--- config.mk ---
export PLATFORM = sky130hd
export DESIGN_NAME = err_diffuse_quantizer
export DESIGN_NICKNAME = d
export VERILOG_FILES = /design/src/rtl/err_diffuse_pkg.sv /design/src/rtl/err_line_ram.sv /design/src/rtl/err_diffuse_quantizer.sv
export SDC_FILE = /design/constraint.sdc
export NUM_CORES = 2
export LEC_CHECK = 0
export CAP_MARGIN = 40
export CORE_MARGIN = 2
export CORE_UTILIZATION = 35
export CTS_BUF_LIST = sky130_fd_sc_hd__clkbuf_8 sky130_fd_sc_hd__clkbuf_16
export DETAILED_ROUTE_END_ITERATION = 10
export GPL_TIMING_DRIVEN = 0
export PLACE_DENSITY = 0.6
export SYNTH_ARGS = -nofsm -noshare
export SYNTH_HDL_FRONTEND = slang
export SYNTH_HIERARCHICAL = 1
export SYNTH_MEMORY_MAX_BITS = 65536
export SYNTH_SLANG_ARGS = --single-unit
--- constraint.sdc ---
create_clock -name clk_in -period 40.5 [get_ports clk_in]
set_input_delay 6.075 -clock clk_in [delete_from_list [all_inputs] [get_ports clk_in]]
set_output_delay 6.075 -clock clk_in [all_outputs]
set_load 0.02 [all_outputs]
--- src/rtl/err_diffuse_pkg.sv ---
// Shared types and diffusion weights for the error-diffusion quantizer.
// Weights are in 16ths: right 7, below-left 3, below 5, below-right 1.
package err_diffuse_pkg;

  typedef enum logic [1:0] {
    MODE_THRESH = 2'd0,
    MODE_FS     = 2'd1,
    MODE_1D     = 2'd2,
    MODE_RSVD   = 2'd3
  } mode_e;

  localparam int FS_W_RIGHT = 7;
  localparam int FS_W_BL    = 3;
  localparam int FS_W_B     = 5;
  localparam int FS_W_BR    = 1;
  localparam int FS_SHIFT   = 4;

endpackage

--- src/rtl/err_line_ram.sv ---
// Error accumulator line buffer: simple dual-port, registered 1-cycle read, no reset.
// Contents are don't-care at frame start; the reader masks row 0.
module err_line_ram #(
  parameter int DEPTH = 320,
  parameter int DW    = 14,
  localparam int AW   = (DEPTH > 1) ? $clog2(DEPTH) : 1
) (
  input  logic          clk_i,
  input  logic          we_i,
  input  logic [AW-1:0] waddr_i,
  input  logic [DW-1:0] wdat_i,
  input  logic          re_i,
  input  logic [AW-1:0] raddr_i,
  output logic [DW-1:0] rdat_o
);

  logic [DW-1:0] mem_q [DEPTH];

  always_ff @(posedge clk_i) begin
    if (we_i) mem_q[waddr_i] <= wdat_i;
    if (re_i) rdat_o <= mem_q[raddr_i];
  end

endmodule

--- src/rtl/err_diffuse_quantizer.sv ---
// Streaming grey-to-N-level quantizer with threshold, Floyd-Steinberg or 1-D error diffusion.
// Fixed 3-cycle latency, one pixel per cycle, no backpressure (strobe in, strobe out).
module err_diffuse_quantizer
  import err_diffuse_pkg::*;
#(
  parameter int PIX_W    = 8,
  parameter int OUT_BITS = 1,
  parameter int IMG_W    = 320,
  parameter int IMG_H    = 240
) (
  input  logic                clk_in,
  input  logic                rst_in,
  input  logic [1:0]          mode_in,
  input  logic [PIX_W-1:0]    pixel_in,
  input  logic [10:0]         hcount_in,
  input  logic [9:0]          vcount_in,
  input  logic                valid_in,
  output logic [OUT_BITS-1:0] code_out,
  output logic [10:0]         hcount_out,
  output logic [9:0]          vcount_out,
  output logic                valid_out
);

  localparam int ACC_W = PIX_W + 6;
  localparam int ERR_W = PIX_W + 1;
  localparam int CW    = ACC_W + 2;
  localparam int AW    = (IMG_W > 1) ? $clog2(IMG_W) : 1;
  localparam logic [10:0]          H_LIM  = 11'(IMG_W);
  localparam logic [10:0]          H_LAST = 11'(IMG_W - 1);
  localparam logic [9:0]           V_LIM  = 10'(IMG_H);
  localparam logic [AW-1:0]        A_LAST = AW'(IMG_W - 1);
  localparam logic signed [CW-1:0] C_MAX  = CW'((2 ** PIX_W) - 1);

  function automatic logic [PIX_W-1:0] replicate(input logic [OUT_BITS-1:0] c);
    logic [PIX_W-1:0] r;
    r = '0;
    for (int i = 0; i < PIX_W; i++) r[PIX_W-1-i] = c[OUT_BITS-1-(i % OUT_BITS)];
    return r;
  endfunction

  logic                    in_ok;
  mode_e                   mode_new, mode_d, mode_q;
  logic                    s1_vld_q, s2_vld_q, out_vld_q;
  logic [PIX_W-1:0]        s1_pix_q;
  logic [10:0]             s1_h_q, s2_h_q, out_h_q;
  logic [9:0]              s1_v_q, s2_v_q, out_v_q;
  mode_e                   s1_mode_q;
  logic [OUT_BITS-1:0]     s2_code_q, out_code_q;
  logic                    ram_we, ram_re;
  logic [AW-1:0]           ram_waddr;
  logic [ACC_W-1:0]        ram_wdat, ram_rdat;
  logic signed [ERR_W-1:0] e_left_q, e_left2_q, e_m1, e_m2, err;
  logic signed [ACC_W-1:0] above, below_sum, flush_sum;
  logic signed [CW-1:0]    fs_sum, c_full;
  logic [PIX_W-1:0]        c_clamp, recon;
  logic [OUT_BITS-1:0]     code;
  logic                    fs_wr, flush_d, flush_q;
  logic [ACC_W-1:0]        flush_dat_q;

  // Mode only changes on the first pixel of a frame; reserved falls back to threshold.
  always_comb begin
    in_ok    = valid_in && (hcount_in < H_LIM) && (vcount_in < V_LIM);
    mode_new = (mode_e'(mode_in) == MODE_RSVD) ? MODE_THRESH : mode_e'(mode_in);
    mode_d   = (in_ok && hcount_in == '0 && vcount_in == '0) ? mode_new : mode_q;
    ram_re   = in_ok && (mode_d == MODE_FS);
  end

  err_line_ram #(.DEPTH(IMG_W), .DW(ACC_W)) u_line_ram (
    .clk_i   (clk_in),
    .we_i    (ram_we),
    .waddr_i (ram_waddr),
    .wdat_i  (ram_wdat),
    .re_i    (ram_re),
    .raddr_i (hcount_in[AW-1:0]),
    .rdat_o  (ram_rdat)
  );

  always_comb begin
    e_m1   = (s1_h_q == '0) ? '0 : e_left_q;
    e_m2   = (s1_h_q < 11'd2) ? '0 : e_left2_q;
    above  = (s1_v_q == '0 || s1_mode_q != MODE_FS) ? '0 : $signed(ram_rdat);
    fs_sum = CW'(above) + CW'(e_m1) * CW'(FS_W_RIGHT);
    case (s1_mode_q)
      MODE_FS: c_full = CW'($signed({1'b0, s1_pix_q})) + (fs_sum >>> FS_SHIFT);
      MODE_1D: c_full = CW'($signed({1'b0, s1_pix_q})) + CW'(e_m1);
      default: c_full = CW'($signed({1'b0, s1_pix_q}));
    endcase
    if (c_full[CW-1])        c_clamp = '0;
    else if (c_full > C_MAX) c_clamp = '1;
    else                     c_clamp = c_full[PIX_W-1:0];
    code      = c_clamp[PIX_W-1 -: OUT_BITS];
    recon     = replicate(code);
    err       = $signed({1'b0, c_clamp}) - $signed({1'b0, recon});
    below_sum = ACC_W'(e_m2) * ACC_W'(FS_W_BR) + ACC_W'(e_m1) * ACC_W'(FS_W_B)
              + ACC_W'(err) * ACC_W'(FS_W_BL);
    flush_sum = ACC_W'(e_m1) * ACC_W'(FS_W_BR) + ACC_W'(err) * ACC_W'(FS_W_B);
    fs_wr     = s1_vld_q && (s1_mode_q == MODE_FS);
    flush_d   = fs_wr && (s1_h_q == H_LAST);
  end

  // Pixel x completes acc[x-1]; the row-end flush lands while x=0 of the next row writes nothing.
  always_comb begin
    ram_we    = 1'b0;
    ram_waddr = '0;
    ram_wdat  = '0;
    if (flush_q) begin
      ram_we    = 1'b1;
      ram_waddr = A_LAST;
      ram_wdat  = flush_dat_q;
    end else if (fs_wr && s1_h_q != '0) begin
      ram_we    = 1'b1;
      ram_waddr = AW'(s1_h_q - 11'd1);
      ram_wdat  = below_sum;
    end
  end

  always_ff @(posedge clk_in or negedge rst_in) begin
    if (!rst_in) begin
      mode_q      <= MODE_THRESH;
      s1_vld_q    <= 1'b0;
      s1_pix_q    <= '0;
      s1_h_q      <= '0;
      s1_v_q      <= '0;
      s1_mode_q   <= MODE_THRESH;
      e_left_q    <= '0;
      e_left2_q   <= '0;
      flush_q     <= 1'b0;
      flush_dat_q <= '0;
      s2_vld_q    <= 1'b0;
      s2_code_q   <= '0;
      s2_h_q      <= '0;
      s2_v_q      <= '0;
      out_vld_q   <= 1'b0;
      out_code_q  <= '0;
      out_h_q     <= '0;
      out_v_q     <= '0;
    end else begin
      mode_q   <= mode_d;
      s1_vld_q <= in_ok;
      if (in_ok) begin
        s1_pix_q  <= pixel_in;
        s1_h_q    <= hcount_in;
        s1_v_q    <= vcount_in;
        s1_mode_q <= mode_d;
      end
      if (s1_vld_q) begin
        e_left_q  <= err;
        e_left2_q <= e_m1;
      end
      flush_q     <= flush_d;
      flush_dat_q <= flush_sum;
      s2_vld_q    <= s1_vld_q;
      if (s1_vld_q) begin
        s2_code_q <= code;
        s2_h_q    <= s1_h_q;
        s2_v_q    <= s1_v_q;
      end
      out_vld_q <= s2_vld_q;
      if (s2_vld_q) begin
        out_code_q <= s2_code_q;
        out_h_q    <= s2_h_q;
        out_v_q    <= s2_v_q;
      end
    end
  end

  assign valid_out  = out_vld_q;
  assign code_out   = out_code_q;
  assign hcount_out = out_h_q;
  assign vcount_out = out_v_q;

endmodule

## Word level (Yosys, flattened, before mapping)

Memory sizes are Yosys's and may differ from the RTL's. A register that Yosys moved wholly into a read port is not among the register bits.
Cells that the tools add are included.

| storage, ports and cells | value |
|---|---|
| register bits | 113 |
| memory bits (writable) | 4,480 |
| bits of input ports | 34 |
| output and inout port bits | 23 |
| logic and storage cells | 71 |
| memories kept | 1 |

Memories:

| name | depth | bits a word | rd ports | clocked after Yosys merged registers in | write ports | RTL line | RTL |
|---|---|---|---|---|---|---|---|
| u_line_ram.mem_q | 320 | 14 | 1 | 1 | 1 | err_line_ram.sv:17 | `logic [DW-1:0] mem_q [DEPTH];` |

| operators by class | value |
|---|---|
| $add $sub $neg | 8 |
| multipliers | 4 |
| magnitude comparators | 4 |
| equality and inequality tests | 6 |
| multiplexer cells | 16 |
| reduce and logical (&&, ||, !) cells | 14 |

Operator list:

| cell | count |
|---|---|
| $mux 14 | 3 |
| $mul 9x4->13 const B | 3 |
| $mux 9 | 4 |
| $pmux 16 s2 | 1 |
| $add 9x13->14 | 2 |
| $logic_not 11->1 | 2 |
| $logic_not 10->1 | 2 |
| $gt 16x9->1 const B | 1 |
| $mux 8 | 2 |
| $add 14x13->15 | 1 |
| $add 14x12->14 | 1 |
| $add 9x11->12 | 1 |
| $mul 9x3->12 const B | 1 |
| $eq 11x9->1 const B | 1 |
| $lt 11x2->1 const B | 1 |
| $lt 11x9->1 const B | 1 |
| $reduce_bool 11->1 | 1 |
| $add 9x9->10 | 1 |
| $lt 10x8->1 const B | 1 |
| $sub 8x8->9 | 1 |
| $sub 9x1->9 const B | 1 |
| $logic_and 1x1->1 | 8 |
| $eq 2x1->1 const B | 2 |
| $eq 2x2->1 const B | 2 |
| other kinds (4) | 8 |

## Logic depth before layout (Yosys ltp)

| logic depth | value |
|---|---|
| depth after elaboration | 14 |
| depth in mapped cells | 55 |
| gate-level depth less buffers | 54 |

## Hierarchy

The synthesis kept the hierarchy.

By module, submodules not included:

| module | times used | cells an instance | area each (µm²) | seq. area each (µm²) |
|---|---|---|---|---|
| err_line_ram | 1 | 8,186 | 172,814.5 | 134,949.4 |
| err_diffuse_quantizer | 1 | 1,019 | 9,590.4 | 2,827.7 |

## Worst setup path before layout

OpenSTA, ideal clock, no wires.

| path | value |
|---|---|
| path kind | register to register |
| from | register s1_h_q[0] |
| to | memory u_line_ram.mem_q[0][12], data pin |
| setup time | 2.738 ns |
| arrival | 23.359 ns |
| data required time | 37.762 ns |
| setup slack | 14.403 ns |
| stages on the path, launching flop included | 50 |
| buffers on the path | 2 |
| clock period less this slack | 26.097 ns |
| cell sequence | dfrtp_1 inv_1 ha_1 nor2b_1 nand4_2 clkbuf_1 clkbuf_1 nand2_1 inv_1 ha_1 fa_1 ha_1 a21o_1 a21o_1 a41o_4 a21oi_1 nor2b_1 o21a_1 (+14 left out) a21oi_1 o21bai_1 a21oi_1 nor2b_1 nor2_1 inv_1 ha_1 ha_1 fa_1 inv_1 fa_1 inv_1 ha_1 a21oi_1 nor2_1 a211oi_1 xor2_1 o31ai_1 |

| between the ends | value |
|---|---|
| longest elaborated chain between the ends | 14 |
| elaborated cells on any way between the ends | 21 |
| classes of those cells | add/sub (6); mul (3); order compare (2); mux (7); reduce/logical (3) |

RTL lines:

| item | RTL line | RTL |
|---|---|---|
| start: declaration | err_diffuse_quantizer.sv:45 | `logic [10:0] s1_h_q, s2_h_q, out_h_q;` |
| start signal: assignment | err_diffuse_quantizer.sv:142 | `s1_h_q <= hcount_in;` |
| $logic_not 11->1 (*) | err_diffuse_quantizer.sv:79 | `e_m1 = (s1_h_q == '0) ? '0 : e_left_q;` |
| $mux 9 (*) | err_diffuse_quantizer.sv:79 |  |
| net e_m1[3] | err_diffuse_quantizer.sv:52 | `logic signed [ERR_W-1:0] e_left_q, e_left2_q, e_m1, e_m2, err;` |
| $mul 9x4->13 | err_diffuse_quantizer.sv:82 | `fs_sum = CW'(above) + CW'(e_m1) * CW'(FS_W_RIGHT);` |
| $add 14x13->15 | err_diffuse_quantizer.sv:82 |  |
| $add 9x11->12 | err_diffuse_quantizer.sv:84 | `MODE_FS: c_full = CW'($signed({1'b0, s1_pix_q})) + (fs_sum >>> FS_SHIFT);` |
| $pmux 16 s2 (*) | err_diffuse_quantizer.sv:83 | `case (s1_mode_q)` |
| $gt 16x9->1 | err_diffuse_quantizer.sv:89 | `else if (c_full > C_MAX) c_clamp = '1;` |
| $mux 8 | err_diffuse_quantizer.sv:89 |  |
| $mux 8 (*) | err_diffuse_quantizer.sv:88 | `if (c_full[CW-1]) c_clamp = '0;` |
| $sub 8x8->9 (*) | err_diffuse_quantizer.sv:93 | `err = $signed({1'b0, c_clamp}) - $signed({1'b0, recon});` |
| net err[8] | err_diffuse_quantizer.sv:52 |  |
| $mul 9x3->12 (*) | err_diffuse_quantizer.sv:95 | `+ ACC_W'(err) * ACC_W'(FS_W_BL);` |
| $add 14x12->14 (*) | err_diffuse_quantizer.sv:95 |  |
| $mux 14 (*) | err_diffuse_quantizer.sv:110 | `end else if (fs_wr && s1_h_q != '0) begin` |
| $mux 14 (*) | err_diffuse_quantizer.sv:106 | `if (flush_q) begin` |
| net ram_wdat[12] | err_diffuse_quantizer.sv:51 | `logic [ACC_W-1:0] ram_wdat, ram_rdat;` |
| end: declaration | err_line_ram.sv:17 |  |

The timed path passes the listed nets; every way through them passes the cells marked *.

## Worst setup path in the final report

| path | value |
|---|---|
| from | register s1_h_q[0] |
| to | memory u_line_ram.mem_q[29][13], data pin |

Same word-level chain as after synthesis.

==> results.md <==
* Slew Limit Headroom at 33.0%
* Sequential share of the synthesized area at 75.5%
* Die area at between 0.5 and 0.6 mm2
* Peak VDD IR at between 0.15 and 0.2 mV
* Post-Route M1 WL at approximately 200 mm
* Max Cap Viol at 0
* Largest net degree at the start of global routing at just over 80
* Skew-Pair Late Insertion Delay at about 1100 ps
* Resize count post-CTS at 0
* #FFs+latches synth at 4607
* DRC viols at 0
* Crit. End Element: register
* Via density at between 5 and 6
* DRT iter0 DRCs at around 13000
* Post-detail-place hpwl at 377 mm
* Seq pwr share at ~44%
* Final nets at between 10000 and 15000
* Sw Share at 28.5%
* Antenna Nets Post-Route at 0
* Clock transition at the registers of the reported paths at approximately 60 ps
* Clock share of power at 34.6%
* Root buf cell: clkbuf_16
* Worst path arrival time at 15590 ps
* Synth warnings at 6
* Worst Min Path Start: s1_vld_q
* Tcrit/Tclk final at approximately 37%
* Pwr/cell area at between 50 and 60 mW/mm2
* Clk sinks at between 4000 and 5000
* Setup tns final at 0 ps
* Primary FF master, synth: edfxtp_1
* Antenna violations before repair at 28
* Reg-to-Reg Start: s1_h_q[0]
* Via Count at slightly below 100k
* Worst Path Required at about 41000 ps
* Area grow syn2layout at 17.2%
* Outcome: completed
* Post-synth EDFFs at roughly 4500
* Placed insts at between 15000 and 20000
* Post-synth cell types at 85
* Slew @ Worst Pin at ~980 ps
* TritonRoute pass-1 iters at 8
* GRT Total Usage at 19.5%
* Syn nets at 9400
* Core area at about 0.52 mm2
* Post-CTS Setup Inserts at 0
* Critical Path Start: s1_h_q[0]
* Global route overflow at 0
* # rows at between 200 and 300
* NetSw at about 3.4 mW
* Post-synthesis async set-or-reset flop share at under 10%
* Final WL at about 530 mm
* # IOs at 57
* Synthesized area at 0.182 mm2
* Fin cells at 17631
* Pleak at between 60 and 70 nW
* Die height at 726 um
* Number of port buffers at 56
* Pint at 8.54 mW
* Die W at roughly 730 um
* Worst setup path class: reg2reg
* RSZ-0062 raised after global routing: no
* First-pass GRT wire length at ~740 mm
* Initial core utilization at 35.1%
* Tmin final at between 10000 and 15000 ps
* Final setup vio count at 0
* Top Metal Used: met5
* Post-route clock skew at 120 ps
* Final Hold Viols at 0
* Layout cell share with drive strength beyond 1 at 22.7%
* Critical-path maximum fanout at 73
* Startpoint types: register
* Cts hold-fix bufs at 0
* Gpl congestion at 0.928
* Routed wire per std cell at 30.2 um
* CP max-delay cell: nor2_1
* Comb power frac at 21.7%
* Vias in the first global route at just under 100k
* H-Tree Level Count at 5
* Cts bufs inserted at 454
* Gate Count Post-Synth at between 9000 and 10000
* CP max stage delay at 550 ps
* Max Clock Freq at a little under 0.07 GHz
* Fin. max-slew vios at 0
* TritonCTS clock tree: done
* Met3 WL at ~54 mm
* Min-delay worst type: reg2reg
* Clock buffer depth at 4
* Routed wl met2 at ~250 mm
* Syn Area/Cell at 19.8 um2
==> cell families after synthesis <==
logic type / share of synthesized area, %
compound gates: 4.05
xor+xnor: 0.331
fa+ha+maj: 1.30
buf+inv: 1.98
flops: 75.5
mux: 14.2
simple gates: 2.64
==> critical path: cells and delay by family, from the launching register on <==
| family | cells | cell delay [ps] |
|---|---|---|
| buffers and inverters | 12 | 2930 |
| flip-flops | 1 | 410 |
| adder cells (fa/ha/maj) | 12 | 4980 |
| AND/OR/NAND/NOR | 10 | 2180 |
| XOR/XNOR | 1 | 200 |
| AO/OA/AOI/OAI | 17 | 3560 |
==> power groups by stage <==
stage / Clock, mW / Combinational, mW / Sequential [mW]
2_1_floorplan: 0 / 1.88 / 5.31
3_3_place_gp: 0 / 2.52 / 5.31
3_5_place_dp: 0 / 2.57 / 5.31
4_1_cts: 4.19 / 2.60 / 5.21
5_1_grt: 4.37 / 2.95 / 5.21
6_report: 4.14 / 2.59 / 5.21
==> state kept, by name, indices dropped and copies added, names as in the netlist <==
register,cells
code_out,1
e_left2_q,9
e_left_q,9
flush_dat_q,14
flush_q,1
hcount_out,11
mode_q,2
s1_h_q,11
s1_mode_q,2
s1_pix_q,8
s1_v_q,10
s1_vld_q,1
s2_code_q,1
s2_h_q,11
s2_v_q,10
s2_vld_q,1
u_line_ram/mem_q,4480
u_line_ram/rdat_o,14
valid_out,1
vcount_out,10
==> worst paths after layout <==
| check | end | slack (ps) | depth (start not counted) |
|---|---|---|---|
| max | u_line_ram/mem_q[29][13] | 25690 | 52 |
| min | s2_vld_q | 380 | 0 |
| max reg2reg | u_line_ram/mem_q[29][13] | 25690 | 52 |
| min reg2reg | s2_vld_q | 380 | 0 |
| max in group asynchronous | flush_dat_q[1] | 34790 | 2 |
| min in group asynchronous | s1_pix_q[0] | 4990 | 1 |
==> synth_stat cells, drive strengths merged (11+ instances only) <==
library cell	instances	area share (%)
edfxtp	4494	74
mux2i	814	4.5
mux4	756	9.3
nor2	402	0.83
buf	298	1.2
clkbuf	242	0.50
o21ai	205	0.56
a22oi	198	0.81
nand2	187	0.39
a221oi	140	0.67
inv	138	0.28
nand3	125	0.34
o22ai	115	0.39
ha	114	0.78
dfrtp	113	1.6
a21oi	102	0.28
mux2	59	0.36
nor2b	48	0.16
fa	47	0.52
xnor2	45	0.22
nor3	43	0.12
nor4	38	0.14
nand4	35	0.12
a211oi	32	0.13
and2	30	0.10
a2111oi	29	0.14
o221ai	29	0.14
a41oi	28	0.13
nand2b	27	0.093
a22o	24	0.12
xor2	24	0.12
a31oi	21	0.072
and3	21	0.072
a21o	20	0.082
and4	16	0.077
o211ai	15	0.062
or4	15	0.062
a221o	14	0.077
a41o	14	0.083
o311ai	14	0.067
o31ai	12	0.057
o21bai	11	0.045
==> metal layers <==
metal	track usage [%]	up-vias
li1	-	40081
met1	26.2	51809
met2	31.2	5368
met3	3.85	964
met4	8.43	8
met5	0	-
==> area by class of cell <==
cell class,count,area [um2]
Timing Repair Buffer,629,7730
Fill cell,45436,306000
Antenna cell,19,47.5
Sequential cell,4607,138000
Inverter,138,518
Multi-Input combinational cell,3920,41300
Clock inverter,374,3030
Clock buffer,462,11500
Tap cell,6942,8690
Buffer,540,3140
==> metrics by stage <==
stage | setup slack (ps) | hold slack [ps] | power, mW | area (um2) | util (%)
finish | 25690 | 382 | 11.9 | 214000 | 41.1
CTS | 25650 | 386 | 12.0 | 214000 | 41.1
global route | 24800 | 392 | 12.5 | 214000 | 41.1
detailed placement | 25720 | 375 | 7.88 | 199000 | 38.3
floorplan | 14400 | 352 | 7.19 | 182000 | -
global placement | -8130 | 360 | 7.84 | 192000 | 36.9
==> cell usage in the layout, fill, tap and decap left out, types with 115 or more instances in the layout <==
master / netlist / final
a221oi_1: 140 / 140
a22oi_1: 198 / 198
buf_2: 126 / 158
buf_4: 73 / 277
buf_6: 65 / 184
buf_8: 10 / 120
clkbuf_1: 242 / 207
clkbuf_16: 0 / 461
edfxtp_1: 4494 / 4494
inv_1: 136 / 233
mux2i_1: 814 / 814
mux4_2: 756 / 756
nand2_1: 186 / 186
nand3_1: 125 / 125
nor2_1: 402 / 348
o21ai_0: 204 / 201
o22ai_1: 115 / 115
Power figures use the tool's default switching activity.
